[src/rtl/day3_rucksack_scorer.sv]
// Day 3 rucksack scorer: streams newline-delimited ASCII from a 1-cycle ROM and sums common-item priorities.
// Optional debug ports are added when DAY3_DEBUG_EN is defined.
module day3_rucksack_scorer #(
  parameter int ADDR_W     = 12,
  parameter int MAX_LINE   = 64,
  parameter int GROUP_SIZE = 3,
  parameter int SUM_W      = 32
) (
  input  logic              clk,
  input  logic              rst_n,
  input  logic              start,
  input  logic              mode,
  output logic [ADDR_W-1:0] rom_addr,
  input  logic [7:0]        rom_data,
  output logic [SUM_W-1:0]  sum,
  output logic              busy,
  output logic              done,
  output logic [15:0]       line_count,
  output logic              err
`ifdef DAY3_DEBUG_EN
  ,
  output logic [7:0]        debug_rom_out,
  output logic [63:0]       debug_comparator,
  output logic [63:0]       debug_half1,
  output logic [63:0]       debug_half2
`endif
);

  localparam int LEN_W  = $clog2(MAX_LINE + 2);
  localparam int GCNT_W = $clog2(GROUP_SIZE + 1);
  localparam logic [ADDR_W-1:0] LAST_ADDR = '1;
  localparam logic [LEN_W-1:0]  LEN_MAX   = LEN_W'(MAX_LINE);
  localparam logic [LEN_W-1:0]  LEN_SAT   = LEN_W'(MAX_LINE + 1);

  typedef enum logic [2:0] {IDLE, SCAN, HALF1, HALF2, GROUP, SCORE, FINISH} state_e;

  function automatic logic [5:0] itemPrio(input logic [7:0] b);
    if (b >= 8'h61 && b <= 8'h7A) return 6'(b - 8'h60);
    else if (b >= 8'h41 && b <= 8'h5A) return 6'(b - 8'h26);
    else return 6'd0;
  endfunction

  function automatic logic [51:0] itemBit(input logic [7:0] b);
    logic [5:0] p;
    p = itemPrio(b);
    if (p == 6'd0) return '0;
    else return 52'd1 << (p - 6'd1);
  endfunction

  function automatic logic [5:0] lowestPrio(input logic [51:0] m);
    logic [5:0] p;
    p = 6'd0;
    for (int i = 51; i >= 0; i--) begin
      if (m[i]) p = 6'(i + 1);
    end
    return p;
  endfunction

  state_e              state_q, state_d;
  logic                mode_q, mode_d;
  logic [ADDR_W-1:0]   addr_q, addr_d, base_q, base_d, nextBase_q, nextBase_d, rdAddr_q;
  logic                valid_q, valid_d, eoi_q, eoi_d;
  logic [LEN_W-1:0]    len_q, len_d, cnt_q, cnt_d;
  logic [51:0]         maskA_q, maskA_d, maskB_q, maskB_d;
  logic [51:0]         lineMask_q, lineMask_d, groupAcc_q, groupAcc_d;
  logic [GCNT_W-1:0]   gcnt_q, gcnt_d;
  logic [SUM_W-1:0]    sum_q, sum_d;
  logic [15:0]         lineCount_q, lineCount_d;
  logic                err_q, err_d, done_q, done_d;

  logic [ADDR_W-1:0]   addrNext;
  logic [51:0]         byteBit, comparator;
  logic                isNul, isNl, atEnd, lineEnd, inputEnd;
  logic [LEN_W-1:0]    lenNext, halfA, halfB;
  logic [5:0]          scorePrio;

  // rdAddr_q is the address of the byte currently on rom_data; the address never wraps past the last location
  assign addrNext   = (addr_q == LAST_ADDR) ? addr_q : addr_q + ADDR_W'(1);
  assign byteBit    = itemBit(rom_data);
  assign isNul      = (rom_data == 8'h00);
  assign isNl       = (rom_data == 8'h0A);
  assign atEnd      = (rdAddr_q == LAST_ADDR);
  assign lineEnd    = isNul | isNl | atEnd;
  assign inputEnd   = isNul | atEnd;
  assign lenNext    = (isNul || isNl) ? len_q : ((len_q == LEN_SAT) ? len_q : len_q + LEN_W'(1));
  assign halfA      = len_q >> 1;
  assign halfB      = len_q - halfA;
  assign comparator = mode_q ? groupAcc_q : (maskA_q & maskB_q);
  assign scorePrio  = lowestPrio(comparator);

  always_comb begin
    state_d     = state_q;
    mode_d      = mode_q;
    addr_d      = addr_q;
    base_d      = base_q;
    nextBase_d  = nextBase_q;
    valid_d     = valid_q;
    eoi_d       = eoi_q;
    len_d       = len_q;
    cnt_d       = cnt_q;
    maskA_d     = maskA_q;
    maskB_d     = maskB_q;
    lineMask_d  = lineMask_q;
    groupAcc_d  = groupAcc_q;
    gcnt_d      = gcnt_q;
    sum_d       = sum_q;
    lineCount_d = lineCount_q;
    err_d       = err_q;
    done_d      = done_q;

    case (state_q)
      IDLE: begin
        if (start) begin
          mode_d      = mode;
          sum_d       = '0;
          lineCount_d = '0;
          err_d       = 1'b0;
          done_d      = 1'b0;
          base_d      = '0;
          addr_d      = '0;
          valid_d     = 1'b0;
          eoi_d       = 1'b0;
          len_d       = '0;
          cnt_d       = '0;
          maskA_d     = '0;
          maskB_d     = '0;
          lineMask_d  = '0;
          gcnt_d      = '0;
          state_d     = mode ? GROUP : SCAN;
        end
      end

      SCAN: begin
        addr_d  = addrNext;
        valid_d = 1'b1;
        if (valid_q) begin
          len_d = lenNext;
          if (lineEnd) begin
            eoi_d      = inputEnd;
            nextBase_d = rdAddr_q + ADDR_W'(1);
            if (lenNext == '0 || lenNext > LEN_MAX) begin
              if (lenNext > LEN_MAX) err_d = 1'b1;
              if (inputEnd) begin
                state_d = FINISH;
              end else begin
                base_d  = rdAddr_q + ADDR_W'(1);
                addr_d  = rdAddr_q + ADDR_W'(1);
                valid_d = 1'b0;
                len_d   = '0;
              end
            end else begin
              addr_d  = base_q;
              valid_d = 1'b0;
              cnt_d   = '0;
              state_d = ((lenNext >> 1) == '0) ? HALF2 : HALF1;
            end
          end
        end
      end

      // HALF1 hands over to HALF2 without a bubble: the next address is already in flight
      HALF1: begin
        addr_d  = addrNext;
        valid_d = 1'b1;
        if (valid_q) begin
          maskA_d = maskA_q | byteBit;
          cnt_d   = cnt_q + LEN_W'(1);
          if (cnt_q + LEN_W'(1) == halfA) begin
            cnt_d   = '0;
            state_d = HALF2;
          end
        end
      end

      HALF2: begin
        addr_d  = addrNext;
        valid_d = 1'b1;
        if (valid_q) begin
          maskB_d = maskB_q | byteBit;
          cnt_d   = cnt_q + LEN_W'(1);
          if (cnt_q + LEN_W'(1) == halfB) begin
            if (len_q[0]) err_d = 1'b1;
            state_d = SCORE;
          end
        end
      end

      GROUP: begin
        addr_d  = addrNext;
        valid_d = 1'b1;
        if (valid_q) begin
          len_d      = lenNext;
          lineMask_d = lineMask_q | byteBit;
          if (lineEnd) begin
            len_d      = '0;
            lineMask_d = '0;
            if (lenNext != '0) begin
              groupAcc_d = ((gcnt_q == '0) ? '1 : groupAcc_q) & (lineMask_q | byteBit);
              if (gcnt_q == GCNT_W'(GROUP_SIZE - 1)) begin
                gcnt_d     = '0;
                eoi_d      = inputEnd;
                nextBase_d = rdAddr_q + ADDR_W'(1);
                state_d    = SCORE;
              end else begin
                gcnt_d = gcnt_q + GCNT_W'(1);
                if (inputEnd) begin
                  err_d   = 1'b1;
                  state_d = FINISH;
                end
              end
            end else if (inputEnd) begin
              if (gcnt_q != '0) err_d = 1'b1;
              state_d = FINISH;
            end
          end
        end
      end

      SCORE: begin
        sum_d       = sum_q + SUM_W'(scorePrio);
        lineCount_d = lineCount_q + 16'd1;
        if (comparator == '0) err_d = 1'b1;
        maskA_d    = '0;
        maskB_d    = '0;
        lineMask_d = '0;
        len_d      = '0;
        cnt_d      = '0;
        valid_d    = 1'b0;
        if (eoi_q) begin
          state_d = FINISH;
        end else begin
          base_d  = nextBase_q;
          addr_d  = nextBase_q;
          state_d = mode_q ? GROUP : SCAN;
        end
      end

      FINISH: begin
        valid_d = 1'b0;
        state_d = IDLE;
      end

      default: state_d = IDLE;
    endcase

    if (state_d == FINISH) done_d = 1'b1;
  end

  always_ff @(posedge clk or negedge rst_n) begin
    if (!rst_n) begin
      state_q     <= IDLE;
      mode_q      <= 1'b0;
      addr_q      <= '0;
      base_q      <= '0;
      nextBase_q  <= '0;
      rdAddr_q    <= '0;
      valid_q     <= 1'b0;
      eoi_q       <= 1'b0;
      len_q       <= '0;
      cnt_q       <= '0;
      maskA_q     <= '0;
      maskB_q     <= '0;
      lineMask_q  <= '0;
      groupAcc_q  <= '0;
      gcnt_q      <= '0;
      sum_q       <= '0;
      lineCount_q <= '0;
      err_q       <= 1'b0;
      done_q      <= 1'b0;
    end else begin
      state_q     <= state_d;
      mode_q      <= mode_d;
      addr_q      <= addr_d;
      base_q      <= base_d;
      nextBase_q  <= nextBase_d;
      rdAddr_q    <= addr_q;
      valid_q     <= valid_d;
      eoi_q       <= eoi_d;
      len_q       <= len_d;
      cnt_q       <= cnt_d;
      maskA_q     <= maskA_d;
      maskB_q     <= maskB_d;
      lineMask_q  <= lineMask_d;
      groupAcc_q  <= groupAcc_d;
      gcnt_q      <= gcnt_d;
      sum_q       <= sum_d;
      lineCount_q <= lineCount_d;
      err_q       <= err_d;
      done_q      <= done_d;
    end
  end

  assign rom_addr   = addr_q;
  assign sum        = sum_q;
  assign line_count = lineCount_q;
  assign err        = err_q;
  assign done       = done_q;
  assign busy       = (state_q == SCAN) || (state_q == HALF1) || (state_q == HALF2) ||
                      (state_q == GROUP) || (state_q == SCORE);

`ifdef DAY3_DEBUG_EN
  logic [7:0] debugRom_q;

  always_ff @(posedge clk or negedge rst_n) begin
    if (!rst_n) debugRom_q <= '0;
    else        debugRom_q <= rom_data;
  end

  assign debug_rom_out    = debugRom_q;
  assign debug_comparator = {12'd0, comparator};
  assign debug_half1      = {12'd0, (mode_q ? groupAcc_q : maskA_q)};
  assign debug_half2      = {12'd0, (mode_q ? lineMask_q : maskB_q)};
`endif

endmodule

[config.mk]
export PLATFORM = sky130hd
export DESIGN_NAME = day3_rucksack_scorer
export DESIGN_NICKNAME = d
export VERILOG_FILES = /design/src/rtl/day3_rucksack_scorer.sv
export SDC_FILE = /design/constraint.sdc
export NUM_CORES = 1
export LEC_CHECK = 0
export ABC_AREA = 1
export BUFFER_PORTS_ARGS = -buffer_cell sky130_fd_sc_hd__buf_2
export CORE_MARGIN = 2
export CORE_UTILIZATION = 36
export CTS_BUF_LIST = sky130_fd_sc_hd__clkbuf_16
export CTS_CLUSTER_DIAMETER = 50
export CTS_CLUSTER_SIZE = 20
export DETAILED_ROUTE_END_ITERATION = 12
export GPL_TIMING_DRIVEN = 0
export MAX_ROUTING_LAYER = met4
export PLACE_DENSITY = 0.56
export SYNTH_ARGS = -nofsm -noshare
export SYNTH_HDL_FRONTEND = slang
export SYNTH_SLANG_ARGS = --single-unit
[constraint.sdc]
create_clock -name clk -period 7.5 [get_ports clk]
set_clock_uncertainty 0.2 [all_clocks]
set_input_delay 1.125 -clock clk [delete_from_list [all_inputs] [get_ports clk]]
set_output_delay 1.125 -clock clk [all_outputs]
set_load 0.02 [all_outputs]
Word level (Yosys, flattened, before mapping)
Cells that the tools add are included.

storage, ports and cells
  register bits after elaboration = 328
  output and inout port bits = 63
  word-level logic and storage cells = 290

cells by class
  add/subtract/negate cells = 11
  magnitude comparators = 5
  equal/unequal tests = 35
  shifts and indexed selects = 1
  mux-type cells = 161
  bitwise logic cells = 8
  reductions and logical operators = 50

operator list
  kind                     number
  $pmux W52 S3             3
  $mux W52                 8
  $mux W6                  54
  $mux W12                 17
  $or A52 B52 Y52          3
  $mux W7                  15
  $and A52 B52 Y52         2
  $pmux W32 S2             1
  $logic_not A52 Y1        1
  $shl A1 B6 Y52 const A   1
  $mux W3                  16
  $pmux W12 S4             1
  $pmux W12 S3             1
  $pmux W7 S5              1
  $ne A2 B2 Y1 const B     17
  $add A32 B6 Y32          1
  $mux W32                 1
  $pmux W16 S2             1
  $mux W1                  29
  $pmux W7 S4              1
  $add A12 B1 Y12 const B  2
  $eq A12 B12 Y1 const B   2
  $pmux W12 S2             1
  $reduce_and A7 Y1        3
  other kinds (46)         89

Depth between registers and ports, before layout
Gate-level depths: netlist of the first run.

  depth in word-level cells = 56
  depth in mapped cells = 73
  depth with buffers taken out = 72

Worst setup path after synthesis of the first run
OpenSTA, ideal clock, no wires.

  path kind = reg2reg
  start = register mode_q
  end = register sum_q[30] (netlist: sum[30])
  arrival time = 5.127 ns
  path slack = 2.039 ns
  stages on the path, launching flop included = 69
  path buffers = 2
  cell sequence = dfrtp_1 -> buf_6 -> buf_8 -> o31ai_4 -> inv_2 -> nand2_1 -> nand2_1 -> nand2_1 -> nand2_1 -> nand2_1 -> nand2_1 -> nand2_1 -> nand2_1 -> nand2_1 -> nand2_1 -> nand2_1 -> nand2_1 -> nand2_1 -> (+33 left out) -> a21oi_1 -> nor2_1 -> nor2_1 -> nor2_1 -> nor2_1 -> o211ai_1 -> nor2_1 -> inv_1 -> nor3_1 -> nand2_1 -> nor4_1 -> nand2_1 -> inv_1 -> nand4_1 -> nor2_1 -> nand3b_1 -> nand3_1 -> o21ai_0

between the ends
  word-level cells in the longest chain between the ends = 55

ends and longest elaborated chain
  element                   RTL line  text
  start: declaration        60        logic mode_q, mode_d;
  start signal: assignment  272       mode_q <= mode_d;
  $mux W52 (*)              88        assign comparator = mode_q ? groupAcc_q : (maskA_q & maskB_q);
  $mux W6 (51 in series)    54        if (m[i]) p = 6'(i + 1);
  $mux W6 (*)               54
  $add A32 B6 Y32 (*)       220       sum_d = sum_q + SUM_W'(scorePrio);
  $pmux W32 S2 (*)          111       case (state_q)
  end signal: assignment    286       sum_q <= sum_d;
  end: declaration          67        logic [SUM_W-1:0] sum_q, sum_d;

Every way passes the cells marked *; elsewhere a longest branch is shown, timed or not.
A chain may end at the register's enable or synchronous reset.

Worst setup path in the final report of the first run
Same ends and word-level chain as after synthesis.

==> reports/results.txt, run 1 <==
Status -> finished clean
Final standard cell area without fillers -> 0.0202 mm^2
Area of the die -> 0.0505 mm^2
Cell leakage power -> 9.37 nW
Max-Cap Viols -> 0
Number of buffers created by CTS -> 40
Crit path required time -> 7.74 ns
Number of instances in the synthesized netlist -> 2267
Synthesized area divided by synthesized cell count -> 7.74 um^2
Number of nets in the layout -> 2426
Cell variety after synth -> 65
Number of antenna violations at the first check in global routing -> 2
Tightest slew margin relative to the limit -> 18.6%
Number of sinks handled by clock tree synthesis -> 328
Detailed-placement wirelength estimate -> 38100 um
DRC violation count after routing -> 0
Setup TNS -> 0 ns
Cell at the root of the clock tree -> clkbuf_16
Final std cells w/o fill -> 3034
Detailed-route wire length -> 51800 um
Cell family with most CP delay -> simple AND/OR/NAND/NOR gates
Number of top-level pins -> 75
Highest clock frequency the design can meet -> 0.154 GHz
Setup fix buffers added after clock tree synthesis -> 0
Routed wirelength normalized by instance count -> 17.1 um
Initial standard-cell utilization of the core -> 36.6%
Die Span Y -> 225 um
Type of element launching the critical path -> flip-flop
Final standard cell utilization of the core -> 42.2%
Register bit total from synthesis -> 328
Proportion of layout cells with a drive suffix above 1 -> 10.3%
Multi-input combinational cell area -> 0.00756 mm^2
Sequential standard cell area -> 0.00821 mm^2
Post-route ant nets -> 0
Cell type of the slowest stage on the worst timing path -> dfrtp_1
Ratio of routed vias to standard cells -> 5.06
Via count of the first global-routing pass -> 15.1k
Post-synth design cell area -> 0.0176 mm^2
TritonCTS clock tree -> done
Row count -> 80
Part of the Yosys area used for sequential elements -> 46.8%
Clock slew seen by the registers of the worst setup and hold paths -> 0.07 ns
Overall fraction of global-route tracks in use -> 21.4%
Clock H-tree levels -> 2
Main flop type after synthesis -> dfrtp_1
Die Span X -> 225 um
Period utilisation layout -> 86.4%
Category of the most critical setup path -> flip-flop to flip-flop
Cell repeated most along the worst path -> nand2_1
Cell Count Post-Placement -> 2959
Worst Path Max Fanout -> 10
WP data arrival -> 6.72 ns
Synthesized Nets -> 2307
Final weighted congestion in routability-driven placement -> 0.948
Remaining global-route overflow -> 0
Final Setup Violations -> 0
Top library cells by usage in the layout, fill and taps aside -> nand2_1, inv_1, dfrtp_1
Worst vdd rail ir drop -> 0.169 mV
Count of port buffers added during placement -> 74
First-pass GRT wire length -> 83000 um
Count of fill cells added during filler insertion -> 4846
PD cells -> 301 mW/mm^2
Number of synthesized flops with an enable pin -> 0
Placed Instance Area -> 0.0188 mm^2
Vias after detailed routing -> 15.4k
Area grow syn2layout -> 15.2%
Async set-reset flop share out of synthesis -> 100%
Kind of path behind the tightest hold check -> flip-flop to flip-flop
Sum of buffers and inverters on the critical path -> 4
Cts hold-fix bufs -> 0
Worst-margin pin slew -> 1.21 ns
Category of the worst setup path capture point -> flip-flop
CORE AREA -> 0.0479 mm^2
Max stage delay on crit path -> 0.37 ns
TritonRoute pass-1 iters -> 5
Final period demand of the worst path -> 6.48 ns
Sum of internal, switching and leakage power -> 6.10 mW
Pins over their slew limit -> 0
Leading cell type in the layout, fill and taps excluded -> nand2_1
CTS Buffer Depth -> 3
Initial DRC count -> 1083
Count of cells resized by post-cts repair -> 0
Worst-Skew Late Latency -> 0.57 ns
Maximum number of pins on one net before global-route repair -> 104
Final Hold Viols -> 0
Synthesis Warnings -> 0
==> power breakdown <==
group,switching [mW],internal (mW)
sequential,0.117,1.93
clock,0.874,1.13
combinational,1.54,0.510
total,2.53,3.57
==> through the flow <==
stage | hold slack [ns] | worst slack [ns]
5_1_grt | 0.240 | -0.00262
3_5_place_dp | 0.187 | 0.667
3_3_place_gp | 0.181 | -1.46
4_1_cts | 0.213 | 0.614
6_report | 0.218 | 1.02
2_1_floorplan | 0.237 | 2.04
==> cells in the mapped netlist, drive strengths merged (20+ instances only) <==
master / n / area share [%]
nand2: 514 / 11
inv: 386 / 8.3
dfrtp: 328 / 47
nor2: 248 / 6.0
a21oi: 207 / 6.0
o21ai: 157 / 4.5
clkbuf: 57 / 1.2
nand3: 56 / 1.6
o31ai: 49 / 2.2
nor3: 37 / 1.2
xor2: 32 / 1.6
ha: 26 / 1.9
buf: 20 / 0.98
nand4: 20 / 0.71
==> cell families after synthesis <==
family	Yosys count	synth area share, %
multiplexers	6	0.356
buffers and inverters	466	10.5
flip-flops	328	46.8
AND/OR/NAND/NOR	901	21.7
AO/OA/AOI/OAI	501	16.7
adder cells (fa/ha/maj)	28	2.08
XOR/XNOR	37	1.85
==> state kept, by name, summed over array words and instances (netlist names) <==
register and count:
nextBase_q 12, mode_q 1, cnt_q 7, lineMask_q 52, eoi_q 1, state_q 3
rom_addr 12, valid_q 1, done 1, groupAcc_q 52, line_count 16, err 1
len_q 7, maskB_q 52, rdAddr_q 12, base_q 12, gcnt_q 2, sum 32
maskA_q 52
==> final timing paths <==
kind | from | end | slack, ns | cells past startpoint
max in group asynchronous | rst_n | nextBase_q[7]$_DFFE_PN0P_ | 5.56 | 3
max reg2reg | mode_q$_DFFE_PN0P_ | sum[30]$_DFFE_PN0P_ | 1.02 | 73
min in group asynchronous | rst_n | lineMask_q[22]$_DFFE_PN0P_ | 0.25 | 1
max | mode_q$_DFFE_PN0P_ | sum[30]$_DFFE_PN0P_ | 1.02 | 73
min reg2reg | rom_addr[3]$_DFFE_PN0P_ | rdAddr_q[3]$_DFF_PN0_ | 0.22 | 0
min | rom_addr[3]$_DFFE_PN0P_ | rdAddr_q[3]$_DFF_PN0_ | 0.22 | 0
==> layer usage <==
metal	wire length (um)	GRT usage (%)
met5	0	-
met4	1060	5.77
met3	2720	3.64
met2	24100	34.0
met1	23900	28.2
==> area by class of cell <==
type                            instances  share of cell area [%]
Inverter                              389                    7.23
Timing Repair Buffer                   77                    2.29
Buffer                                 77                    1.91
Clock buffer                           42                    5.20
Tap cell                              615                    3.80
Antenna cell                            1                  0.0124
Clock inverter                         32                    1.63
Multi-Input combinational cell       1473                    37.4
Sequential cell                       328                    40.6
Power figures use the tool's default switching activity.
==> run 2, diff against run 1 <==
BUFFER_PORTS_ARGS = not set   (was -buffer_cell sky130_fd_sc_hd__buf_2)
CORE_UTILIZATION = 55   (was 36)
DONT_BUFFER_PORTS = 1   (was not set)
PLACE_DENSITY = 0.75   (was 0.56)
==> reports/results.txt, run 2 (synthesis results as in run 1) <==
Final standard cell area without fillers -> 0.0193 mm^2
Count of port buffers added during placement -> 0
Final standard cell utilization of the core -> 61.4%
Sequential standard cell area -> 0.00821 mm^2
Final period demand of the worst path -> 6.60 ns
WP data arrival -> 6.80 ns
Row count -> 65
Cell type of the slowest stage on the worst timing path -> dfrtp_1
Final std cells w/o fill -> 2734
Leading cell type in the layout, fill and taps excluded -> nand2_1
Worst vdd rail ir drop -> 0.239 mV
Top library cells by usage in the layout, fill and taps aside -> nand2_1, inv_1, dfrtp_1
Clock H-tree levels -> 2
Final weighted congestion in routability-driven placement -> 0.975
Final Setup Violations -> 0
Count of cells resized by post-cts repair -> 0
Initial standard-cell utilization of the core -> 55.8%
Pins over their slew limit -> 0
Worst slack on hold paths -> 0.0984 ns
Cell Count Post-Placement -> 2669
Cell repeated most along the worst path -> nand2_1
Proportion of layout cells with a drive suffix above 1 -> 6.91%
Placed Instance Area -> 0.0181 mm^2
Number of top-level pins -> 75
Detailed-route wire length -> 47500 um
Number of sinks handled by clock tree synthesis -> 328
Maximum number of pins on one net before global-route repair -> 329
Kind of path behind the tightest hold check -> input port to asynchronous set/reset pin
Tightest slew margin relative to the limit -> 29.3%
TritonCTS clock tree -> done
Sum of internal, switching and leakage power -> 5.79 mW
Routed wirelength normalized by instance count -> 17.4 um
Remaining global-route overflow -> 0
Detailed-placement wirelength estimate -> 34100 um
CORE AREA -> 0.0315 mm^2
Cell leakage power -> 8.84 nW
Clock slew seen by the registers of the worst setup and hold paths -> 0.08 ns
Worst Path Max Fanout -> 10
Category of the most critical setup path -> flip-flop to flip-flop
Die Span Y -> 183 um
DRC violation count after routing -> 0
Pre-CTS setup slack -> 0.711 ns
Number of buffers created by CTS -> 35
Unrepaired setup endpoints after global routing -> false
Number of nets in the layout -> 2344
PD cells -> 300 mW/mm^2
Multi-input combinational cell area -> 0.00755 mm^2
Worst-Skew Late Latency -> 0.54 ns
Cell at the root of the clock tree -> clkbuf_16
Ratio of routed vias to standard cells -> 5.64
Worst-margin pin slew -> 1.05 ns
Final Hold Viols -> 0
Setup ws final -> 0.903 ns
Type of element launching the critical path -> flip-flop
Period utilisation layout -> 88.0%
Setup TNS -> 0 ns
Count of fill cells added during filler insertion -> 2800
Category of the worst setup path capture point -> flip-flop
Vias after detailed routing -> 15.4k
Area grow syn2layout -> 10.0%
Area of the die -> 0.0334 mm^2
Initial DRC count -> 1296
First-pass GRT wire length -> 77900 um
Via count of the first global-routing pass -> 15.1k
Post-route ant nets -> 0
Overall fraction of global-route tracks in use -> 30.0%
TritonRoute pass-1 iters -> 6
Crit path required time -> 7.71 ns
Highest clock frequency the design can meet -> 0.152 GHz
Die Span X -> 183 um
Max stage delay on crit path -> 0.38 ns
Max-Cap Viols -> 0
CTS Buffer Depth -> 3
Number of antenna violations at the first check in global routing -> 0
Status -> finished clean
Setup fix buffers added after clock tree synthesis -> 0
Cts hold-fix bufs -> 0
-- run 2: changes by cell type in the layout (fill, tap and decap cells not counted), moves of 2 or more --
cell / before / now
buf_16: 3 / 0
clkbuf_16: 42 / 35
nor2_1: 226 / 228
nor2_2: 7 / 5
buf_2: 79 / 6
clkinv_8: 5 / 3
-- run 2: metal layers --
layer	global-route usage, %	vias up	part of all wire [%]
met3	5.93	120	7.1
met4	10.5	0	3.5
met2	49.0	476	48
met1	37.3	7428	41
met5	-	-	0
li1	-	7389	-
-- run 2: final timing paths --
path | start | end | slack (ns) | cells past startpoint
max | mode_q$_DFFE_PN0P_ | sum[30]$_DFFE_PN0P_ | 0.90 | 73
min | rst_n | groupAcc_q[20]$_DFFE_PN0P_ | 0.1 | 0
max reg2reg | mode_q$_DFFE_PN0P_ | sum[30]$_DFFE_PN0P_ | 0.90 | 73
min reg2reg | groupAcc_q[16]$_DFFE_PN0P_ | groupAcc_q[16]$_DFFE_PN0P_ | 0.29 | 2
max in group asynchronous | rst_n | maskB_q[24]$_DFFE_PN0P_ | 6.31 | 0
min in group clk | groupAcc_q[16]$_DFFE_PN0P_ | groupAcc_q[16]$_DFFE_PN0P_ | 0.29 | 2
-- run 2: cell type report --
type | count | area share [%]
multi-input cells | 1473 | 39.1
well taps | 402 | 2.60
flip-flops and latches | 328 | 42.5
inverters | 389 | 7.57
clock inverters | 29 | 1.69
clock buffers | 35 | 4.54
diodes | 1 | 0.0130
plain buffers | 77 | 2.00
-- run 2: power breakdown --
part	internal [mW]	switching (mW)	total [mW]
clock network	1.00	0.811	1.81
logic	0.479	1.40	1.88
registers	1.92	0.172	2.10
total	3.40	2.38	5.79
-- run 2: critical path, delay by kind of cell, from the launching register on --
kind / cells / cell delay (ns)
simple gates: 64 / 4.60
buf+inv: 4 / 0.49
fa+ha+maj: 2 / 0.39
flops: 1 / 0.38
compound gates: 3 / 0.38
==> run 3, diff against run 2 <==
--- a/config.mk
+++ b/config.mk
@@ -8,2 +8,3 @@
 export ABC_AREA = 1
+export CORE_ASPECT_RATIO = 1.25
 export CORE_MARGIN = 2
@@ -18,2 +19,3 @@
 export PLACE_DENSITY = 0.75
+export REMOVE_ABC_BUFFERS = 1
 export SYNTH_ARGS = -nofsm -noshare
==> constraint.sdc (replaced) <==
create_clock -name clk -period 7.5 [get_ports clk]
set_clock_uncertainty 0.2 [all_clocks]
set_input_delay 0.75 -clock clk [delete_from_list [all_inputs] [get_ports clk]]
set_output_delay 0.75 -clock clk [all_outputs]
set_load 0.02 [all_outputs]
==> reports/results.txt, run 3 (synthesis results as in run 1) <==
Die Span Y -> 204 um
Initial DRC count -> 1082
Worst-Skew Late Latency -> 0.58 ns
Pre-CTS setup slack -> 0.207 ns
Number of antenna violations at the first check in global routing -> 0
Max-Cap Viols -> 0
Type of element launching the critical path -> flip-flop
CTS Buffer Depth -> 3
Number of sinks handled by clock tree synthesis -> 328
Final period demand of the worst path -> 6.71 ns
Cell repeated most along the worst path -> nand2_1
Pins over their slew limit -> 0
Maximum number of pins on one net before global-route repair -> 329
Category of the worst setup path capture point -> flip-flop
Vias after detailed routing -> 15.3k
Clock H-tree levels -> 1
Die Span X -> 164 um
Comb pwr share -> 34.0%
Violated checks -> negative hold slack
TritonCTS clock tree -> done
DRC violation count after routing -> 0
Final Setup Violations -> 0
Number of nets in the layout -> 2291
Max stage delay on crit path -> 0.53 ns
Worst vdd rail ir drop -> 0.254 mV
Cell at the root of the clock tree -> clkbuf_16
Overall fraction of global-route tracks in use -> 28.3%
Number of buffers created by CTS -> 30
Worst-margin pin slew -> 1.24 ns
Category of the most critical setup path -> flip-flop to flip-flop
Proportion of layout cells with a drive suffix above 1 -> 7.91%
Clk pwr share -> 29.2%
Cell-internal power -> 3.36 mW
Setup ws final -> 0.792 ns
Period utilisation layout -> 89.4%
TritonRoute pass-1 iters -> 8
Routed wirelength normalized by instance count -> 17.1 um
PD cells -> 296 mW/mm^2
Detailed-route wire length -> 45900 um
Sum of internal, switching and leakage power -> 5.74 mW
Tightest slew margin relative to the limit -> 17.4%
Ratio of routed vias to standard cells -> 5.68
Final Hold Viols -> 328
Final weighted congestion in routability-driven placement -> 0.904
Cell type of the slowest stage on the worst timing path -> dfrtp_4
Highest clock frequency the design can meet -> 0.149 GHz
Crit path required time -> 7.76 ns
Row count -> 73
Area of the die -> 0.0334 mm^2
Detailed-placement wirelength estimate -> 31200 um
Count of port buffers added during placement -> 0
Top library cells by usage in the layout, fill and taps aside -> nand2_1, inv_1, dfrtp_1
First-pass GRT wire length -> 74100 um
Via count of the first global-routing pass -> 14.9k
Kind of path behind the tightest hold check -> input port to asynchronous set/reset pin
Switching power as a share of total power -> 41.5%
Switching power -> 2.38 mW
# diodes -> 0
Post-route ant nets -> 0
WP data arrival -> 6.97 ns
Cell leakage power -> 8.85 nW
Worst Path Max Fanout -> 10
CORE AREA -> 0.0316 mm^2
Initial standard-cell utilization of the core -> 55.5%
Worst slack on hold paths -> -0.328 ns
Fraction of power consumed by sequential logic -> 36.8%
Clock slew seen by the registers of the worst setup and hold paths -> 0.08 ns
Leading cell type in the layout, fill and taps excluded -> nand2_1
Area grow syn2layout -> 10.3%
Number of top-level pins -> 75
Status -> complete, but fails checks
Remaining global-route overflow -> 0
## run 3: cell types whose count changed in the layout (fill, tap and decap cells not counted), sizes merged
cell / before / now
buf: 20 / 27
inv: 398 / 400
diode: 1 / 0
clkinvlp: 4 / 1
clkbuf: 92 / 33
clkinv: 13 / 11
bufinv: 3 / 2
## run 3: worst paths after layout
check,start,to,slack (ns),cells after the start
max,mode_q$_DFFE_PN0P_,sum[30]$_DFFE_PN0P_,0.79,71
min,rst_n,lineMask_q[27]$_DFFE_PN0P_,-0.33,0
max reg2reg,mode_q$_DFFE_PN0P_,sum[30]$_DFFE_PN0P_,0.79,71
min reg2reg,base_q[3]$_DFFE_PN0P_,base_q[3]$_DFFE_PN0P_,0.27,2
max in group asynchronous,rst_n,maskB_q[4]$_DFFE_PN0P_,6.86,0
min in group clk,mode,mode_q$_DFFE_PN0P_,0.14,2
## run 3: final cells by class
cell class / instances / area (um^2)
Tap cell: 412 / 515
Sequential cell: 328 / 8210
Fill cell: 2782 / 12200
Clock buffer: 31 / 776
Multi-Input combinational cell: 1473 / 7620
Timing Repair Buffer: 29 / 454
Inverter: 389 / 1470
Clock inverter: 25 / 320
## run 3: critical path: cells and delay by family (launching register included)
| family | cells | cell delay (ns) |
|---|---|---|
| compound gates | 5 | 0.61 |
| fa+ha+maj | 2 | 0.40 |
| buf+inv | 4 | 0.40 |
| flops | 1 | 0.53 |
| simple gates | 60 | 4.46 |
## run 3: repair_timing
item	4_1_cts	5_1_grt
hold endpoints to repair	328	328
gates resized for setup	0	18
endpoints found under the setup margin	0	13
buffers inserted	0	11
## run 3: per-stage QoR
step / util [%] / instances / setup TNS (ns) / instance area (um^2)
floorplan: - / 2190 / 0 / 17200
finish: 61.3 / 2687 / 0 / 19400
global placement: 56.0 / 2602 / -139.28 / 17700
CTS: 60.6 / 2674 / 0 / 19100
detailed placement: 57.1 / 2618 / 0 / 18000
global route: 61.3 / 2687 / -0.0309 / 19400
## run 3: power by group through the flow
stage,Combinational [mW],Clock (mW),Sequential (mW)
6_report,1.95,1.68,2.11
5_1_grt,2.12,1.77,2.13
4_1_cts,1.80,1.70,2.15
3_5_place_dp,1.79,0,2.18
3_3_place_gp,1.54,0,2.22
2_1_floorplan,1.07,0,2.14
## run 3: metal layers
metal / track usage, % / wire, um / up-vias / share of wire [%]
met4: 11.7 / 2040 / 0 / 4.5
li1: - / - / 7278 / -
met3: 4.43 / 2740 / 139 / 6.0
met5: - / 0 / - / 0
met1: 33.7 / 18200 / 7333 / 40
met2: 47.9 / 23000 / 518 / 50
